[src/rtl/multiplexor_display_pkg.sv]
// multiplexor_pkg: shared states, idle levels and brightness helper for the display scanner
package multiplexor_pkg;
   typedef enum logic [1:0] {IDLE, BLANK, SHOW} estado_t;
   localparam logic [7:0] SEG_OFF = 8'hFF;
   localparam logic [3:0] ANODO_OFF = 4'b1111;
   function automatic int brillo_len(input int show_len, input logic [1:0] b);
      int l;
      l = ((int'(b) + 1) * show_len) / 4;
      return (l < 1) ? 1 : l;
   endfunction
endpackage

[src/rtl/multiplexor_display_contador_ranura.sv]
// contador_ranura: per-slot cycle counter and digit index, exposing next values so outputs can be registered
module contador_ranura #(
   parameter int REFRESH_DIV = 100000
) (
   input  logic                           clk,
   input  logic                           reset,
   input  logic                           en,
   input  logic                           run,
   output logic [$clog2(REFRESH_DIV)-1:0] cnt_nxt,
   output logic [1:0]                     digito,
   output logic [1:0]                     digito_nxt,
   output logic                           fin_ranura
);
   localparam int CW = $clog2(REFRESH_DIV);
   logic [CW-1:0] cnt;
   // next count: held at zero while idle, wraps at slot end, cleared when disabled
   always_comb begin
      fin_ranura = run && (cnt == CW'(REFRESH_DIV - 1));
      cnt_nxt = (!en || !run || fin_ranura) ? '0 : cnt + 1'b1;
      digito_nxt = !en ? 2'd0 : digito + {1'b0, fin_ranura};
   end
   // slot counter and digit index registers
   always_ff @(posedge clk or posedge reset) begin
      if (reset) begin
         cnt <= '0;
         digito <= 2'd0;
      end else begin
         cnt <= cnt_nxt;
         digito <= digito_nxt;
      end
   end
endmodule

[src/rtl/multiplexor_display.sv]
// multiplexor_display: 4-digit common-anode scan driver with per-frame snapshot; MULTIPLEXOR_BRILLO_EN adds brillo dimming
module multiplexor_display
   import multiplexor_pkg::*;
#(
   parameter int REFRESH_DIV = 100000,
   parameter int BLANK_CYCLES = 1000
) (
   input  logic       clk,
   input  logic       reset,
   input  logic       en,
`ifdef MULTIPLEXOR_BRILLO_EN
   input  logic [1:0] brillo,
`endif
   input  logic [7:0] catodo1,
   input  logic [7:0] catodo2,
   input  logic [7:0] catodo3,
   input  logic [7:0] catodo4,
   output logic [3:0] anodo,
   output logic [7:0] catodo,
   output logic [1:0] digito,
   output logic       fin_trama
);
   localparam int CW = $clog2(REFRESH_DIV);
   localparam int SHOW_LEN = REFRESH_DIV - BLANK_CYCLES;
   estado_t estado, estado_nxt;
   logic [CW-1:0] cnt_nxt;
   logic [1:0] digito_nxt;
   logic fin_ranura, snap, fin_nxt, encendido;
   logic [3:0][7:0] sombra, sombra_nxt;
   logic [3:0] anodo_nxt;
   logic [7:0] catodo_nxt;
`ifdef MULTIPLEXOR_BRILLO_EN
   logic [1:0] brillo_q, brillo_nxt;
`endif

   contador_ranura #(.REFRESH_DIV(REFRESH_DIV)) u_contador (
      .clk(clk),
      .reset(reset),
      .en(en),
      .run(estado != IDLE),
      .cnt_nxt(cnt_nxt),
      .digito(digito),
      .digito_nxt(digito_nxt),
      .fin_ranura(fin_ranura)
   );

   // next state, snapshot and output values derived from the counter's next position
   always_comb begin
      fin_nxt = en && fin_ranura && (digito == 2'd3);
      snap = en && ((estado == IDLE) || fin_nxt);
      sombra_nxt = snap ? {catodo4, catodo3, catodo2, catodo1} : sombra;
`ifdef MULTIPLEXOR_BRILLO_EN
      brillo_nxt = snap ? brillo : brillo_q;
      encendido = int'(cnt_nxt) < BLANK_CYCLES + brillo_len(SHOW_LEN, brillo_nxt);
`else
      encendido = 1'b1;
`endif
      estado_nxt = !en ? IDLE : (int'(cnt_nxt) < BLANK_CYCLES) ? BLANK : SHOW;
      anodo_nxt = (estado_nxt == SHOW && encendido) ? ~(4'b0001 << digito_nxt) : ANODO_OFF;
      catodo_nxt = (estado_nxt == SHOW && encendido) ? sombra_nxt[digito_nxt] : SEG_OFF;
   end

   // state, shadow and registered outputs; reset darkens the display immediately
   always_ff @(posedge clk or posedge reset) begin
      if (reset) begin
         estado <= IDLE;
         sombra <= {4{SEG_OFF}};
         anodo <= ANODO_OFF;
         catodo <= SEG_OFF;
         fin_trama <= 1'b0;
`ifdef MULTIPLEXOR_BRILLO_EN
         brillo_q <= 2'd3;
`endif
      end else begin
         estado <= estado_nxt;
         sombra <= sombra_nxt;
         anodo <= anodo_nxt;
         catodo <= catodo_nxt;
         fin_trama <= fin_nxt;
`ifdef MULTIPLEXOR_BRILLO_EN
         brillo_q <= brillo_nxt;
`endif
      end
   end
endmodule

[config.mk]
export PLATFORM = sky130hd
export DESIGN_NAME = multiplexor_display
export DESIGN_NICKNAME = d
export VERILOG_FILES = /design/src/rtl/multiplexor_display_pkg.sv /design/src/rtl/multiplexor_display_contador_ranura.sv /design/src/rtl/multiplexor_display.sv
export SDC_FILE = /design/constraint.sdc
export NUM_CORES = 1
export LEC_CHECK = 0
export CAP_MARGIN = 20
export CORE_UTILIZATION = 60
export CTS_BUF_LIST = sky130_fd_sc_hd__clkbuf_4 sky130_fd_sc_hd__clkbuf_8
export DETAILED_ROUTE_END_ITERATION = 16
export DONT_BUFFER_PORTS = 1
export HOLD_SLACK_MARGIN = 0.03
export PLACE_DENSITY_LB_ADDON = 0.25
export SKIP_LAST_GASP = 1
export SLEW_MARGIN = 20
export SYNTH_ARGS = -nofsm -noshare
export SYNTH_HDL_FRONTEND = slang
export SYNTH_SLANG_ARGS = --single-unit
[constraint.sdc]
create_clock -name clk -period 3 [get_ports clk]
set_input_delay 0.3 -clock clk [delete_from_list [all_inputs] [get_ports clk]]
set_output_delay 0.3 -clock clk [all_outputs]
set_load 0.02 [all_outputs]
==> impl_metrics.csv, run 1 <==
group,metric,value,unit
yosys,yosys.cell_types.count,51,
detailed_routing,vias,3068,
floorplanning,initial_core_util,0.6402,
layout,final_cell_count_no_fill,463,
grt,antenna_found_initial,0,
floorplanning,die_h,79.82,microns
place,placed_area,3896,sq um
pwr,powerDensity,468.5,nW/um^2
pwr,p_int,1.553,mW
timing,maxSlewViolCount,0,
yosys,yosys_register_bits,66,
min_path,hold_class,"primary input to flop",
yosys,synth_mux_area_frac,0.1333,
yosys,synth_top_family_by_area,"simple AND/OR/NAND/NOR gates",
worst_setup_path,path_cells,"nand4bb_4 > or4_4 > or3_4 > nor2_4 > ha_4 > xor2_4 > buf_4 > mux2_4 > nand3_1 > nand3_1 > a311oi_2 > nand4_1",
worst_setup_path,slowest_stage,"or4_4",
detailed_routing,routed_wl,9699,microns
grt,grt_max_degree,30,
pwr,p_seq_frac,0.515,
grt,grt_usage,0.3191,
worst_setup_path,worstPathRequired,3.27,ns
worst_setup_path,start_kind,"flop",
pwr,p_leak,1.673,nW
detailed_routing,drc,0,
grt,grt_pass1_wl,15140,microns
grt,overflow,0,
place,io_buffers,0,
pwr,p_sw,0.4755,mW
timing,setup_slack,-0.1259,ns
timing,rsz0062_at_grt,"true",
yosys,synthAdderAreaFrac,0.006887,
yosys,syn-instance-count,352,
layout,layout.nets,423,
status,status,"finished, violations left",
pwr,p_sw_frac,0.2345,
worst_setup_path,crit_arrival,3.40,ns
worst_setup_path,worst-setup-path-type,"flop to flop",
layout,diodes,0,
yosys,syn-num-nets,389,
worst_setup_path,critPathMaxFanout,3,
layout,fin_area,4329,sq um
clock_tree,cts_sinks,66,
detailed_routing,avgRoutedWirePerCell,20.95,microns
timing,setup_viol,4,
yosys,synth_edf_count,0,
floorplanning,num_rows,27,
timing,report.final.hold_viol_count,0,
clock_tree,htree_levels,3,
yosys,synthSimpleGateAreaFrac,0.2169,
yosys,post-synth-top-area-fraction,0.3182,
clock_tree,cts_root_buf,"clkbuf_8",
place,dp_hpwl,6412,microns
detailed_routing,drt-pass1-iter-count,5,
timing,tightest_slew,0.9253,ns
detailed_routing,avgViaCountPerCell,6.626,
yosys,synth_area_leaders,"dfstp_2, dfrtp_1, mux2_2, nand3_1, nand2_1",
worst_setup_path,crit_top_cell,"nand3_1",
layout,drive_gt1_frac,0.4348,
pwr,ir_worst_vdd,328.3,uV
flow_run,drv_cap,0,
pwr,p_comb_frac,0.079,
layout,multi_input_area,1941,sq um
layout,area.sequential,1707,sq um
timing,whs,0.08306,ns
floorplanning,die-width,79.82,microns
yosys,yosys_warnings,0,
timing,max_freq,319.9,MHz
yosys,ys_seq_area_frac,0.4697,
clock_tree,ctsLongestPathBuffers,2,
place,gp_congestion,0.8692,
clock_tree,cts_tree,"done",
pwr,p_clk_frac,0.406,
timing,layout_min_cycle_time,3.126,ns
yosys,synth_area,3633,sq um
worst_setup_path,crit_path_end_kind,"flop",
status,violations,"negative setup slack",
yosys,ys.flop_type,"dfstp_2",
place,placedCellCount,439,
floorplanning,io_pins,50,
layout,area_growth,19.15,%
yosys,async_flop_share,1.000,
yosys,synth-compound-area-share,0.09056,
worst_setup_path,slowest_delay,0.44,ns
yosys,synthXorXnorAreaFrac,0.03616,
clock_tree,clock_latency,0.36,ns
timing,layout_worst_path_cycle_share,1.042,
timing,finClkSkew,0.008689,ns
layout,layout_commonest_cell,"dfstp_2",
yosys,synth_largest_area_cell,"dfstp_2",
clock_tree,cts_made_buffers,9,
yosys,syn_area_per_cell,10.32,sq um
clock_tree,clkTransAtPathRegs,0.07,ns
floorplanning,core,5675,sq um
detailed_routing,drtIter0Drc,303,
place,place_ws,-0.2932,ns
layout,final_cell_mix,"dfstp_2, buf_4, nand2_1",
grt,grt_pass1_vias,3076,
floorplanning,fp.dieArea,6371,sq um
detailed_routing,antenna_left,0,
layout,fillers,398,
timing,relSlewSlack,0.3809,
[cell usage after synthesis (3+ instances only)]
cell / n
inv_1: 9
mux2i_1: 9
nand4_1: 12
a31oi_1: 5
nor4_1: 8
and3_1: 6
nor2b_1: 4
clkbuf_1: 9
nand3_1: 33
mux2_2: 30
buf_2: 8
a22oi_1: 3
a21oi_1: 4
nand2_1: 33
a32oi_1: 5
mux2_4: 3
o2111ai_1: 3
or3_1: 4
dfstp_2: 44
nor3_1: 8
nor2_1: 26
o21ai_0: 11
a32o_1: 3
a311oi_1: 5
xor2_1: 7
dfrtp_1: 22
xnor2_1: 8
[stage by stage]
stage | power [mW] | TNS [ns] | util
after detailed placement | 1.211 | -1.820 | 0.6865
after global routing | 2.092 | -0.9623 | 0.7628
final | 2.028 | -0.2813 | 0.7628
after floorplan | 1.171 | 0 | -
after global placement | 1.198 | -0.8829 | 0.6865
after CTS | 2.033 | -0.01116 | 0.7447
[registers in the layout, summed over array words and instances, names as in the netlist]
name / count
anodo: 4
catodo: 8
fin_trama: 1
sombra: 32
estado: 2
u_contador.digito: 2
u_contador.cnt: 17
[path summary, 6_finish.rpt]
kind                                        start                  to  slack (ns)  cells past startpoint
worst max-delay path            u_contador.cnt[6]           catodo[3]       -0.13                     12
worst min-delay path                           en           fin_trama        0.08                      2
worst max register to register  u_contador.cnt[6]           catodo[3]       -0.13                     12
worst min register to register  u_contador.cnt[0]   u_contador.cnt[0]        0.50                      1
max in group asynchronous                   reset          sombra[13]        1.80                      3
min in group asynchronous                   reset  u_contador.cnt[12]        0.46                      2
[power groups by stage]
stage	sequential (mW)	combinational (mW)	clock, mW
2_1_floorplan	1.04	0.128	0
3_5_place_dp	1.06	0.154	0
3_3_place_gp	1.05	0.147	0
4_1_cts	1.04	0.156	0.835
5_1_grt	1.05	0.173	0.866
6_report	1.05	0.160	0.823
[critical path, delay by kind of cell, from the launching register on]
family	cells	cell delay, ns
AO/OA/AOI/OAI	1	0.34
XOR/XNOR	1	0.18
adder cells (fa/ha/maj)	1	0.19
buffers and inverters	1	0.15
flip-flops	1	0.38
multiplexers	1	0.29
AND/OR/NAND/NOR	7	1.51
[per-layer routing]
metal,vias up,part of all wire,global-route usage
met5,-,0,0
met4,0,0.030,0.1625
met3,28,0.073,0.07771
met2,153,0.51,0.5325
met1,1535,0.39,0.3815
li1,1352,-,-
[layout make-up]
class | count | area share
Multi-Input combinational cell | 255 | 0.4483
Sequential cell | 66 | 0.3942
Timing Repair Buffer | 44 | 0.07775
Clock buffer | 10 | 0.03035
Tap cell | 72 | 0.02081
Clock inverter | 6 | 0.01908
Inverter | 10 | 0.009538
[logic make-up after synthesis]
group / Yosys count
simple gates: 151
flops: 66
compound gates: 44
mux: 43
buf+inv: 31
xor+xnor: 15
fa+ha+maj: 2
[timing repair]
item	CTS	global route
hold buffers	1	0
hold endpoints to repair	12	0
endpoints found under the setup margin	8	8
buffers inserted	2	5
resized for setup	15	14
pin swaps	5	12
Note: power is estimated with default switching activity, not from simulation.
==> run 2: changes to the inputs <==
--- a/config.mk
+++ b/config.mk
@@ -6,7 +6,7 @@
 export NUM_CORES = 1
 export LEC_CHECK = 0
 export CAP_MARGIN = 20
-export CORE_UTILIZATION = 60
+export CORE_UTILIZATION = 59
 export CTS_BUF_LIST = sky130_fd_sc_hd__clkbuf_4 sky130_fd_sc_hd__clkbuf_8
 export DETAILED_ROUTE_END_ITERATION = 16
 export DONT_BUFFER_PORTS = 1
@@ -16,4 +16,5 @@
 export SLEW_MARGIN = 20
 export SYNTH_ARGS = -nofsm -noshare
 export SYNTH_HDL_FRONTEND = slang
+export SYNTH_HIERARCHICAL = 1
 export SYNTH_SLANG_ARGS = --single-unit
==> run 2 against run 1 <==
The flow now finishes without violations. Clock skew fell by 0.0020 ns. Critical path depth shrank 3. Sequential share of layout area is 10 points higher. Sequential power barely moved. Hold slack improved by 0.023 ns. Non-clock buffer count is 23 lower. First-iteration DRC count decreased by 63%. Via count down 35%. Critical endpoint is now catodo[7]. Largest cell class is now flip-flops and latches.
==> impl_metrics.csv, run 2 <==
group,metric,value,unit
layout,largest_reg_flops,32,
detailed_routing,antenna_left,0,
floorplanning,die_h,73.57,microns
grt,antenna_found_initial,0,
timing,relSlewSlack,0.5039,
layout,top_register,"sombra",
min_path,hold_class,"primary input to flop",
clock_tree,cts_root_buf,"clkbuf_8",
worst_setup_path,worst-setup-path-type,"flop to flop",
worst_setup_path,crit_arrival,3.21,ns
timing,whs,0.1063,ns
place,placedCellCount,312,
yosys,syn-instance-count,233,
place,gp_congestion,0.8531,
yosys,synth_edf_count,0,
status,status,"finished clean",
floorplanning,initial_core_util,0.6273,
yosys,syn-num-nets,270,
timing,rsz0062_at_grt,"true",
grt,overflow,0,
timing,finClkSkew,0.006659,ns
place,dp_hpwl,4361,microns
timing,report.final.hold_viol_count,0,
yosys,post-synth-top-area-fraction,0.3826,
yosys,yosys_warnings,6,
grt,grt_usage,0.2522,
floorplanning,die-width,73.57,microns
layout,final_cell_count_no_fill,328,
layout,diodes,0,
clock_tree,clkTransAtPathRegs,0.07,ns
clock_tree,cts_sinks,66,
detailed_routing,routed_wl,6109,microns
clock_tree,htree_levels,3,
pwr,powerDensity,555.6,nW/um^2
layout,area_growth,13.58,%
detailed_routing,avgViaCountPerCell,6.034,
detailed_routing,vias,1979,
yosys,synth_area,3022,sq um
timing,layout_worst_path_cycle_share,0.9809,
worst_setup_path,reg2reg_slack,0.06,ns
flow_run,drv_cap,0,
clock_tree,cts_made_buffers,9,
detailed_routing,drtIter0Drc,112,
clock_tree,cts_tree,"done",
layout,drive_gt1_frac,0.4559,
worst_setup_path,critPathMaxFanout,32,
detailed_routing,avgRoutedWirePerCell,18.63,microns
worst_setup_path,crit_path_end_kind,"flop",
floorplanning,num_rows,25,
yosys,yosys_register_bits,66,
layout,largestRegisters,"sombra (32), u_contador/cnt (17), catodo (8)",
pwr,p_leak,1.426,nW
floorplanning,core,4817,sq um
yosys,ys_seq_area_frac,0.5648,
pwr,ir_worst_vdd,330.5,uV
floorplanning,io_pins,50,
timing,setup_slack,0.05738,ns
grt,grt_pass1_wl,9770,microns
layout,layout_commonest_cell,"dfstp_2",
yosys,synth_area_leaders,"dfstp_2, dfrtp_1, mux2_2, mux2_4, xnor2_1",
timing,maxSlewViolCount,0,
worst_setup_path,start_kind,"flop",
worst_setup_path,worstPathRequired,3.27,ns
yosys,yosys-top-cells-count,"dfstp_2, mux2_2, dfrtp_1, nor2_1, xnor2_1",
place,io_buffers,0,
place,place_ws,0.03803,ns
floorplanning,fp.dieArea,5412,sq um
yosys,syn_area_per_cell,12.97,sq um
layout,fin_area,3432,sq um
timing,tightest_slew,0.7433,ns
timing,layout_min_cycle_time,2.943,ns
timing,setup_viol,0,
place,placed_area,3214,sq um
yosys,ys.flop_type,"dfstp_2",
clock_tree,ctsLongestPathBuffers,2,
yosys,yosys.cell_types.count,41,
clock_tree,clock_latency,0.34,ns
yosys,synth_largest_area_cell,"dfstp_2",
grt,grt_pass1_vias,2002,
timing,max_freq,339.8,MHz
yosys,async_flop_share,1.000,
detailed_routing,drc,0,
yosys,synth_most_common_cell,"dfstp_2",
grt,grt_max_degree,48,
layout,fin_util,0.7125,
detailed_routing,drt-pass1-iter-count,4,
layout,layout.nets,294,
layout,final_cell_mix,"dfstp_2, mux2_2, dfrtp_1",
## run 2: changes by cell type in the layout (fill, tap and decap cells not counted), sizes merged, moves of 6 or more
cell   change
nor3       -8
a22o       +8
nand2     -26
nand3     -28
nor2       -6
a211o      +8
buf       -23
## run 2: layout make-up
cell class | count | area (sq um)
well taps | 67 | 83.83
inverters | 5 | 18.77
clock buffers | 10 | 137.6
clock inverters | 5 | 52.55
flip-flops and latches | 66 | 1707
multi-input cells | 154 | 1260
repair buffers | 21 | 172.7
fillers | 349 | 1385
## run 2: timing repair
item | in CTS | in global routing
hold buffers | 1 | 0
endpoints found under the hold margin | 22 | 0
gates resized for setup | 0 | 4
buffers inserted | 0 | 0
endpoints found under the setup margin | 0 | 12
## run 2: final timing paths
| path | start | end | depth (start not counted) |
|---|---|---|---|
| max in group asynchronous | reset | u_contador/cnt[1] | 2 |
| worst max-delay path | u_contador/cnt[12] | catodo[7] | 9 |
| worst min-delay path | catodo3[3] | sombra[19] | 1 |
| worst max register to register | u_contador/cnt[12] | catodo[7] | 9 |
| worst min register to register | u_contador/cnt[0] | u_contador/cnt[0] | 1 |
| min in group asynchronous | reset | u_contador/digito[0] | 2 |
## run 2: metrics by stage
stage | power [mW] | TNS (ns)
5_1_grt | 1.977 | -0.04987
6_report | 1.907 | 0
3_5_place_dp | 1.193 | 0
4_1_cts | 1.917 | 0
3_3_place_gp | 1.186 | 0
2_1_floorplan | 1.156 | 0
## run 2: logic make-up after synthesis
logic type / share of synthesized area
compound gates: 0.07288
fa+ha+maj: 0.008280
flops: 0.5648
mux: 0.1511
xor+xnor: 0.04638
simple gates: 0.1300
buf+inv: 0.02650
## run 2: power breakdown
group          internal [mW]  switching (mW)  leakage, nW
combinational         0.0795          0.0794        0.557
clock                  0.400           0.326        0.103
sequential              1.00          0.0207        0.767
## run 2: metal layers
metal,routed length [microns],global-route usage,up-vias
met5,0,0,-
met4,100,0.1111,0
li1,-,-,889
met1,2737,0.3586,1003
met3,480,0.06859,10
met2,2790,0.3629,77
## run 2: worst max-delay path, stage by stage, from the launching register on
cell	delay, ns
dfrtp_1	0.37
or4b_1	0.54
nor4_2	0.37
and2_2	0.24
and4_1	0.28
a21oi_4	0.06
buf_12	0.18
mux2_2	0.31
a22o_1	0.23
a211o_1	0.26
==> run 3: changes to the inputs <==
--- a/config.mk
+++ b/config.mk
@@ -6,7 +6,7 @@
 export NUM_CORES = 1
 export LEC_CHECK = 0
 export CAP_MARGIN = 20
-export CORE_UTILIZATION = 59
+export CORE_UTILIZATION = 30
 export CTS_BUF_LIST = sky130_fd_sc_hd__clkbuf_4 sky130_fd_sc_hd__clkbuf_8
 export DETAILED_ROUTE_END_ITERATION = 16
 export DONT_BUFFER_PORTS = 1
==> run 3 against run 2 <==
Core utilization decreased by 35 points. Hold slack got worse by 0.059 ns. Worst setup slack gained 0.058 ns. First-iteration DRC count shrank 13%. Combinational power is essentially flat. Count of clock-buffer cells in the layout rose by 1. Largest power group unchanged. Register-to-register slack better by 0.06 ns. Global-route usage is 11 points lower. Critical path depth is the same. Final area increased by 3.9%. Non-clock buffer count rose by 9. Via count down 4.0%.
==> impl_metrics.csv, run 3 (same netlist as run 2, synthesis figures left out) <==
group,metric,value,unit
layout,layout_commonest_cell,"dfstp_2",
layout,final_cell_mix,"dfstp_2, buf_4, mux2_2",
timing,finClkSkew,0.008764,ns
timing,maxSlewViolCount,0,
floorplanning,core,9774,sq um
layout,layout.nets,303,
detailed_routing,avgViaCountPerCell,4.726,
layout,diodes,0,
detailed_routing,vias,1900,
pwr,power,1.891,mW
floorplanning,io_pins,50,
grt,overflow,0,
worst_setup_path,reg2reg_slack,0.12,ns
timing,setup_viol,0,
worst_setup_path,reg2reg_from,"u_contador/cnt[6]",
worst_setup_path,worstRegToRegCells,9,
worst_setup_path,crit_arrival,3.16,ns
place,io_buffers,0,
detailed_routing,routed_wl,6740,microns
clock_tree,clock_latency,0.35,ns
detailed_routing,drc,0,
clock_tree,cts_setup_buffers,0,
layout,fillers,980,
clock_tree,ctsLongestPathBuffers,2,
layout,largestRegisters,"sombra (32), u_contador/cnt (17), catodo (8)",
timing,layout_min_cycle_time,2.884,ns
timing,setup_tns,0,ns
clock_tree,cts_sinks,66,
timing,relSlewSlack,0.3737,
layout,top_register,"sombra",
worst_setup_path,crit_path_end_kind,"flop",
place,dp_hpwl,4933,microns
worst_setup_path,critPathMaxFanout,32,
floorplanning,die-width,102.4,microns
clock_tree,clkTransAtPathRegs,0.06,ns
grt,grt_max_degree,48,
timing,report.final.hold_viol_count,0,
layout,drive_gt1_frac,0.4684,
clock_tree,cts_root_buf,"clkbuf_8",
pwr,powerDensity,530.5,nW/um^2
floorplanning,num_rows,36,
grt,antenna_found_initial,0,
place,gp_congestion,0.7714,
worst_setup_path,worstReg2RegEnd,"catodo[2]",
timing,max_freq,346.7,MHz
worst_setup_path,worst-setup-path-type,"flop to flop",
floorplanning,die_h,102.4,microns
min_path,hold_class,"primary input to async pin",
status,status,"finished clean",
timing,setup_slack,0.1155,ns
flow_run,drv_cap,0,
clock_tree,cts_tree,"done",
grt,grt_pass1_wl,10520,microns
timing,layout_worst_path_cycle_share,0.9615,
grt,grt_pass1_vias,1957,
pwr,p_leak,1.471,nW
clock_tree,cts_made_buffers,9,
grt,grt_usage,0.1396,
detailed_routing,antenna_left,0,
layout,area_growth,17.97,%
detailed_routing,drtIter0Drc,98,
timing,rsz0062_at_grt,"true",
clock_tree,htree_levels,3,
worst_setup_path,start_kind,"flop",
timing,tightest_slew,0.9380,ns
detailed_routing,drt-pass1-iter-count,4,
layout,fin_util,0.3647,
floorplanning,fp.dieArea,10480,sq um
layout,largest_reg_flops,32,
worst_setup_path,worstPathRequired,3.27,ns
detailed_routing,avgRoutedWirePerCell,16.77,microns
place,place_ws,0.1126,ns
floorplanning,initial_core_util,0.3091,
pwr,ir_worst_vdd,136.6,uV
run 3: changes by cell type in the layout (fill, tap and decap cells not counted), sizes merged:
cell	previous run	this run
clkinv	3	1
clkbuf	10	11
buf	20	29
run 3: layout make-up:
type	instances	area, sq um	share of cell area
Sequential cell	66	1707	0.4788
Tap cell	133	166.4	0.04668
Clock buffer	11	138.9	0.03896
Clock inverter	3	41.29	0.01158
Multi-Input combinational cell	154	1252	0.3514
Timing Repair Buffer	30	240.2	0.06739
Inverter	5	18.77	0.005265
run 3: critical path: stages (launching register included):
cell,delay [ns]
dfrtp_1,0.41
or4b_1,0.54
nor4_2,0.32
and2_2,0.23
and4_1,0.27
a21oi_4,0.05
buf_12,0.17
mux2_4,0.32
a22o_1,0.23
a211o_1,0.27
run 3: how the worst max path moves through the flow:
stage                  startpoint         to  slack [ns]
3_5_place_dp    u_contador/cnt[6]  catodo[0]        0.11
4_1_cts         u_contador/cnt[6]  catodo[0]         0.1
6_report        u_contador/cnt[6]  catodo[2]        0.12
2_1_floorplan  u_contador/cnt[12]  catodo[3]        0.15
3_3_place_gp    u_contador/cnt[6]  catodo[5]        0.11
5_1_grt         u_contador/cnt[6]  catodo[2]      -0.008
run 3: per-layer routing:
| metal | wire length [microns] | track usage |
|---|---|---|
| met3 | 465 | 0.04788 |
| met2 | 2995 | 0.1993 |
| met1 | 3108 | 0.1825 |
| met4 | 170 | 0.08242 |
| met5 | 0 | 0 |
run 3: timing repair:
item / CTS / global route
resized for setup: 0 / 4
setup endpoints to repair: 0 / 12
hold endpoints to repair: 19 / 0
hold buffers: 1 / 0
run 3: per-stage QoR:
| step | hold WS [ns] | area (sq um) | std cells |
|---|---|---|---|
| final | 0.04700 | 3565 | 402 |
| after global routing | 0.07615 | 3565 | 402 |
| after CTS | 0.06147 | 3555 | 402 |
| after detailed placement | 0.3682 | 3364 | 387 |
| after global placement | 0.3678 | 3364 | 387 |
| after floorplan | 0.2511 | 3022 | 233 |
run 3: power breakdown:
group          internal, mW  switching [mW]
Clock                 0.392           0.321
Sequential             1.00          0.0194
Combinational        0.0801          0.0775
Total                  1.47           0.417
